## src/rtl/rv_pkg.sv

```systemverilog
// Shared types and default widths for the RVTU downstream-port arbiter.
package rv_pkg;
  localparam int unsigned RV_ADDR_W = 32;
  localparam int unsigned RV_LINE_W = 128;

  typedef enum logic [1:0] {
    IDLE = 2'd0,
    BUSY = 2'd1,
    RESP = 2'd2
  } dfp_arb_state_t;
endpackage

```

## src/rtl/rvtu_rr_pick2.sv

```systemverilog
// Two-way round-robin pick: a lone requester always wins, a tie goes to ptr.
module rvtu_rr_pick2 (
  input  logic [1:0] req,
  input  logic       ptr,
  output logic [1:0] gnt,
  output logic       gnt_id
);
  logic w_id;

  assign w_id   = (req[0] && req[1]) ? ptr : req[1];
  assign gnt_id = w_id;
  assign gnt    = (|req) ? (w_id ? 2'b10 : 2'b01) : 2'b00;
endmodule

```

## src/rtl/rvtu_dfp_arb.sv

```systemverilog
// Arbitrates two caches' line fill/writeback requests onto one downstream port.
// Grant in IDLE, hold the request through BUSY, pulse completion in RESP.
module rvtu_dfp_arb
  import rv_pkg::*;
#(
  parameter int unsigned ADDR_W = RV_ADDR_W,
  parameter int unsigned LINE_W = RV_LINE_W
) (
  input  logic              clk,
  input  logic              rst,
  input  logic [1:0]        c_read,
  input  logic [1:0]        c_write,
  input  logic [ADDR_W-1:0] c_addr  [2],
  input  logic [LINE_W-1:0] c_wdata [2],
  output logic [LINE_W-1:0] c_rdata [2],
  output logic [1:0]        c_resp,
  output logic              m_read,
  output logic              m_write,
  output logic [ADDR_W-1:0] m_addr,
  output logic [LINE_W-1:0] m_wdata,
  input  logic [LINE_W-1:0] m_rdata,
  input  logic              m_resp,
  output logic              busy,
  output logic              gnt_id
);
  dfp_arb_state_t    r_state;
  dfp_arb_state_t    w_state_nxt;
  logic              r_ptr;
  logic              r_gnt_id;
  logic              r_m_read;
  logic              r_m_write;
  logic [ADDR_W-1:0] r_m_addr;
  logic [LINE_W-1:0] r_m_wdata;
  logic [LINE_W-1:0] r_c_rdata [2];
  logic [1:0]        r_c_resp;
  logic [1:0]        w_req;
  logic [1:0]        w_gnt;
  logic              w_pick_id;

  assign w_req = c_read | c_write;

  rvtu_rr_pick2 u_pick (
    .req    (w_req),
    .ptr    (r_ptr),
    .gnt    (w_gnt),
    .gnt_id (w_pick_id)
  );

  always_ff @(posedge clk or negedge rst) begin
    if (!rst) r_state <= IDLE;
    else      r_state <= w_state_nxt;
  end

  always_comb begin
    w_state_nxt = r_state;
    case (r_state)
      IDLE:    if (|w_gnt) w_state_nxt = BUSY;
      BUSY:    if (m_resp) w_state_nxt = RESP;
      RESP:    w_state_nxt = IDLE;
      default: w_state_nxt = IDLE;
    endcase
  end

  // A request with both read and write set is issued as a write.
  always_ff @(posedge clk or negedge rst) begin
    if (!rst) begin
      r_ptr     <= 1'b0;
      r_gnt_id  <= 1'b0;
      r_m_read  <= 1'b0;
      r_m_write <= 1'b0;
      r_m_addr  <= '0;
      r_m_wdata <= '0;
      r_c_resp  <= '0;
      for (int i = 0; i < 2; i++) r_c_rdata[i] <= '0;
    end else begin
      r_c_resp <= '0;
      case (r_state)
        IDLE: if (|w_gnt) begin
          r_gnt_id  <= w_pick_id;
          r_m_addr  <= c_addr[w_pick_id];
          r_m_wdata <= c_wdata[w_pick_id];
          r_m_write <= c_write[w_pick_id];
          r_m_read  <= ~c_write[w_pick_id];
        end
        BUSY: if (m_resp) begin
          r_c_rdata[r_gnt_id] <= m_rdata;
          r_c_resp[r_gnt_id]  <= 1'b1;
          r_m_read            <= 1'b0;
          r_m_write           <= 1'b0;
        end
        RESP: r_ptr <= ~r_gnt_id;
        default: ;
      endcase
    end
  end

  assign c_rdata = r_c_rdata;
  assign c_resp  = r_c_resp;
  assign m_read  = r_m_read;
  assign m_write = r_m_write;
  assign m_addr  = r_m_addr;
  assign m_wdata = r_m_wdata;
  assign gnt_id  = r_gnt_id;
  assign busy    = (r_state != IDLE);

  for (genvar gi = 0; gi < 2; gi++) begin : g_rw_chk
    a_rw_excl: assert property (@(posedge clk) disable iff (!rst) !(c_read[gi] && c_write[gi]));
  end
endmodule

```

## config.mk

```make
export PLATFORM = sky130hd
export DESIGN_NAME = rvtu_dfp_arb
export DESIGN_NICKNAME = d
export VERILOG_FILES = /design/src/rtl/rv_pkg.sv /design/src/rtl/rvtu_rr_pick2.sv /design/src/rtl/rvtu_dfp_arb.sv
export SDC_FILE = /design/constraint.sdc
export NUM_CORES = 1
export LEC_CHECK = 0
export ABC_AREA = 1
export BUFFER_PORTS_ARGS = -buffer_cell sky130_fd_sc_hd__buf_2
export CORE_AREA = 10 10 337 339
export DETAILED_ROUTE_END_ITERATION = 12
export DIE_AREA = 0 0 347 349
export GPL_TIMING_DRIVEN = 0
export PLACE_DENSITY = 0.37
export RECOVER_POWER = 25
export SETUP_SLACK_MARGIN = 0.05
export SYNTH_ARGS = -nofsm -noshare
export SYNTH_HDL_FRONTEND = slang
export SYNTH_SLANG_ARGS = --single-unit
```

## constraint.sdc

```tcl
create_clock -name clk -period 1.9 [get_ports clk]
set_input_delay 0.19 -clock clk [delete_from_list [all_inputs] [get_ports clk]]
set_output_delay 0.19 -clock clk [all_outputs]
set_load 0.01 [all_outputs]
```

Word level (Yosys, flattened, before mapping)
Index checks and enable logic that the tools add are counted.
Storage, ports and cells
  flip-flop bits (word level): 424
  output and inout bits: 422
Operators by class
  order comparisons: 6
  eq/ne operators: 4
  mux-type cells: 26
  bitwise operators: 5
  reduce and logical (&&, ||, !) cells: 12
Operators with widths (number)
  128-bit two-way mux: 4
  256-bit bitwise mux: 1
  128-bit demux with 1-bit select: 1
  32-bit two-way mux: 3
  2-bit two-way mux: 6
  1-bit two-way mux: 7
  2-bit AND reduction: 3
  2-bit >= comparator, second input constant: 2
  1-bit by 2-bit less-than comparator with 1-bit output, second input constant: 2
  2-bit inequality test, second input constant: 2
  1-bit NOT with 2-bit output: 2
  1-bit one-hot mux with 2 select lines: 2
  2-bit one-hot mux with 2 select lines: 1
  2-bit nonzero test: 2
  2-bit OR reduction: 2
  1-bit logical AND: 3
  3-bit AND reduction: 1
  2-bit by 1-bit == test with 1-bit output, second input constant: 1
  2-bit == test, second input constant: 1
  2-bit zero test: 1
  2-bit by 1-bit less-than comparator with 1-bit output, second input constant: 1
  1-bit NOT: 2
  2-bit OR: 1
  1-bit demux with 1-bit select: 1
  1-bit >= comparator, second input constant: 1

Depth between registers and ports, before layout
  word-level depth: 8
  gate-level depth with buffers: 9
  depth with buffers taken out: 7

Cells and area by module
Synthesis repeated with hierarchy kept, for this count alone.
Unflattened totals
  cells, all modules: 2341
  area total of the unflattened synthesis: 18189.9 um^2
Modules (own cells, without submodules)
  rvtu_dfp_arb: times used 1, cells each 2335, area each 18164.9 um^2
  rvtu_rr_pick2: times used 1, cells each 6, area each 25.0 um^2

Worst setup path before layout
Ideal clock, no wire load.
  kind: register -> register
  start: register r_state[1]
  end: register r_m_wdata[100], in the netlist m_wdata[100]
  setup time: 76 ps
  arrival: 1275 ps
  data required time: 1824 ps
  setup slack: 549 ps
  cell stages (with the launch flop): 8
  path through: dfrtp_1 nor2_2 inv_2 a21oi_4 buf_4 buf_2 nand2_1 o21ai_1
On the way
  word-level cells in the longest chain between the ends: 2
RTL lines
  start, declared: RTL line rvtu_dfp_arb.sv:26  | dfp_arb_state_t r_state;
  start signal, assigned: RTL line rvtu_dfp_arb.sv:51  | else r_state <= w_state_nxt;
  2-bit zero test: RTL line rvtu_dfp_arb.sv:77  | case (r_state)
  2-bit AND reduction (no line)
  end signal, assigned: RTL line rvtu_dfp_arb.sv:81  | r_m_wdata <= c_wdata[w_pick_id];
  end, declared: RTL line rvtu_dfp_arb.sv:33  | logic [LINE_W-1:0] r_m_wdata;
Every way passes these cells.
A chain may end at the register's enable or synchronous reset.

Worst setup path after layout
  start: register r_state[0]
  end: register r_c_rdata (netlist bit c_rdata[11])
On the way
  word-level cells in the longest chain between the ends: 2
RTL lines
  2-bit by 1-bit == test with 1-bit output: RTL line rvtu_dfp_arb.sv:77
  2-bit AND reduction (no line)
  end signal, assigned by index: RTL line rvtu_dfp_arb.sv:86  | r_c_rdata[r_gnt_id] <= m_rdata;
  end, declared: RTL line rvtu_dfp_arb.sv:34  | logic [LINE_W-1:0] r_c_rdata [2];
Every way passes these cells.

==> metrics.csv <==
stage,metric,value,unit
run_status,status,completed,
power_and_ir_drop,cellLeakagePower,16.2,nW
power_and_ir_drop,power_density,1550,nW/um2
worst_setup_path,crit_path_end_kind,register,
floorplan,pin_count,877,
floorplan,die_y,349,um
global_route,grt_use_total,16.7,%
synthesis,synth_edf_count,0,
routing,via_per_inst,3.92,
synthesis,synthCells,2183,
sta,tightestPinTransition,699,ps
worst_setup_path,max_stage_delay,390,ps
synthesis,yosys.cell_types.count,21,
synthesis,synthFlopType,dfrtp_1,
cts,cts-root-buf,clkbuf_16,
worst_setup_path,criticalPathCategory,register to register,
synthesis,synth.top_cell.area_share,59.3,%
synthesis,yosysMostFrequentCell,nand2_1,
global_route,grt_max_degree,98,
routing,vias,19700,
cts,clk_latency,640,ps
floorplan,core_area,107000,um2
synthesis,syn-num-nets,2638,
flow_run,cap_violations,0,
sta,fin_ws,171,ps
sta,max_freq,578,MHz
floorplan,initial_core_util,16.8,%
floorplan,die_area,121000,um2
routing,wl_per_cell,21.0,um
cts,cts_made_buffers,54,
cts,clkSinkCount,424,
routing,drt_pass1_iterations,5,
global_route,gr-total-overflow,0,
worst_setup_path,r2r-end,c_rdata[11],
sta,fin_worst_skew,28.5,ps
synthesis,yosysWarnings,0,
place,postPlaceCellArea,24200,um2
sta,setup_viol,0,
synthesis,syn_area,17900,um2
place,dp_hpwl,83.1,mm
worst_hold_path,hp-class,input port to register,
synthesis,synth.area.top_cells,"dfrtp_1 (59%), nand2_1 (16%), o21ai_0 (6.6%)",
sta,tns,0,ps
layout,drive_above_1_share,27.9,%
worst_setup_path,path_cells,"inv_2, nor2_1, nand2_1, inv_2, nand2_2, buf_4, buf_4, o21ai_0",
sta,min_period,1730,ps
place,place_ws,-549,ps
worst_setup_path,r2r-start,r_state[0],
worst_setup_path,reg2reg_depth,8,
cts,path_clk_slew,60,ps
worst_setup_path,crit_path_max_fanout,10,
routing,drc,0,
synthesis,synthArstFlopShare,100,%
synthesis,synth_seq_cells,424,
worst_setup_path,crit_required,2380,ps
sta,post-route-period-util,91.0,%
layout,area_growth,71.1,%
routing,drt_iter0_drc,938,
cts,h-tree-depth,2,
synthesis,seq_area_frac_synth,59.3,%
synthesis,syn_area_per_cell,8.20,um2
synthesis,yosysTopAreaCell,dfrtp_1,
worst_hold_path,min_path_cells,5,
worst_setup_path,slowest_stage,dfrtp_1,
layout,nFillCells,11800,
cts,clockBufferDepth,3,
place,finalWeightedCongestion,0.876,
worst_setup_path,r2r_setup_slack,170,ps
power_and_ir_drop,power,47.5,mW
sta,max-slew-margin-rel,53.4,%
synthesis,synth.top_cells.by_count,"nand2_1 (744), dfrtp_1 (424), inv_1 (293), o21ai_0 (236), o21ai_1 (181)",
place,portBuffers,876,
routing,totalWireLength,105,mm
layout,final_nets,4028,
sta,rsz0062_at_grt,true,
sta,drv_slew,0,
floorplan,chipWidth,347,um
floorplan,num_rows,120,
layout,post-route-util,28.7,%
routing,antenna_left,0,
global_route,first_global_vias,21400,
worst_hold_path,min_to,m_wdata[113],
global_route,antenna_found_initial,12,
sta,hold_viol,0,
layout,final_cell_area,30600,um2
power_and_ir_drop,max-vdd-ir-drop,669,uV
worst_setup_path,start_kind,register,
worst_setup_path,cp.arrival,2210,ps
cts,cts_tree,yes,
global_route,grt_pass1_wl,150,mm
worst_hold_path,hp-start,c_wdata[241],
layout by cell type (no fill, tap or decap), drive strengths merged:
| cell | Yosys | routed |
|---|---|---|
| o21bai | 1 | 1 |
| diode | 0 | 3 |
| clkbuf | 36 | 215 |
| nor2 | 165 | 165 |
| buf | 90 | 876 |
| nand2 | 746 | 746 |
| o31ai | 1 | 1 |
| bufinv | 0 | 5 |
| a31oi | 1 | 1 |
| inv | 296 | 297 |
| dlygate4sd3 | 0 | 452 |
| clkinv | 0 | 8 |
| a21oi | 2 | 2 |
| o21ai | 417 | 417 |
| nand3 | 3 | 3 |
| nand4 | 1 | 1 |
| dfrtp | 424 | 424 |
worst max-delay path by stage:
stage	cells past startpoint	end	start	slack, ps
3_3_place_gp	1	m_addr[24]	rst	-9350
6_report	8	c_rdata[11]	r_state[0]	170
3_5_place_dp	8	c_rdata[13]	r_state[0]	-550
4_1_cts	7	m_wdata[112]	r_state[1]	50
2_1_floorplan	7	m_wdata[100]	r_state[1]	550
5_1_grt	7	c_rdata[7]	r_state[0]	10
flip-flops by register name (all words and copies together), names as in the netlist:
signal	count
r_state	2
c_rdata	256
m_write	1
gnt_id	1
m_addr	32
r_ptr	1
m_read	1
m_wdata	128
c_resp	2
cell type report:
cell class,instances,area [um2],share of cell area [%]
Timing Repair Buffer,1335,8960,29.3
Tap cell,1403,1760,5.73
Sequential cell,424,10600,34.7
Clock buffer,83,1600,5.23
Buffer,125,718,2.35
Antenna cell,3,7.51,0.0245
Multi-Input combinational cell,1337,5590,18.3
Clock inverter,14,260,0.850
Inverter,296,1110,3.63
critical path, delay by kind of cell (launching register included):
| kind | cells | cell delay (ps) |
|---|---|---|
| AND/OR/NAND/NOR | 3 | 300 |
| buffers and inverters | 4 | 740 |
| flip-flops | 1 | 390 |
| AO/OA/AOI/OAI | 1 | 120 |
stage by stage:
stage	cells	hold WS, ps
floorplan	2183	-106
global placement	4462	398
detailed placement	4466	253
CTS	5018	3.83
global route	5018	86.3
finish	5020	84.2
timing repair:
| action | CTS | global route |
|---|---|---|
| hold buffers | 452 | 0 |
| gates cloned | 0 | 0 |
| pin swaps | 0 | 0 |
| resized for setup | 49 | 28 |
| endpoints found under the setup margin | 370 | 149 |
| endpoints found under the hold margin | 497 | 0 |
| buffers inserted | 3 | 0 |
cell families (layout without fill, tap and decap cells):
kind of cell	after synthesis	after routing	synth area share, %
other	0	3	0
flip-flops	424	424	59.3
AO/OA/AOI/OAI	422	422	11.9
buffers and inverters	422	1853	9.50
AND/OR/NAND/NOR	915	915	19.3
where the power goes:
| part | internal [mW] | switching (mW) | total, mW |
|---|---|---|---|
| sequential | 13.4 | 2.60 | 16.0 |
| combinational | 7.13 | 13.5 | 20.6 |
| clock | 6.49 | 4.41 | 10.9 |
| total | 27.0 | 20.5 | 47.5 |
per-layer routing:
metal	wire length [um]	track usage, %	share of wire (%)	up-vias
met3	6810	4.38	6.5	133
met1	43700	19.9	42	9469
li1	-	-	-	9446
met4	2930	5.01	2.8	4
met5	23	0	0.022	-
met2	51800	29.0	49	604
Note: power is estimated with default switching activity, not from simulation.
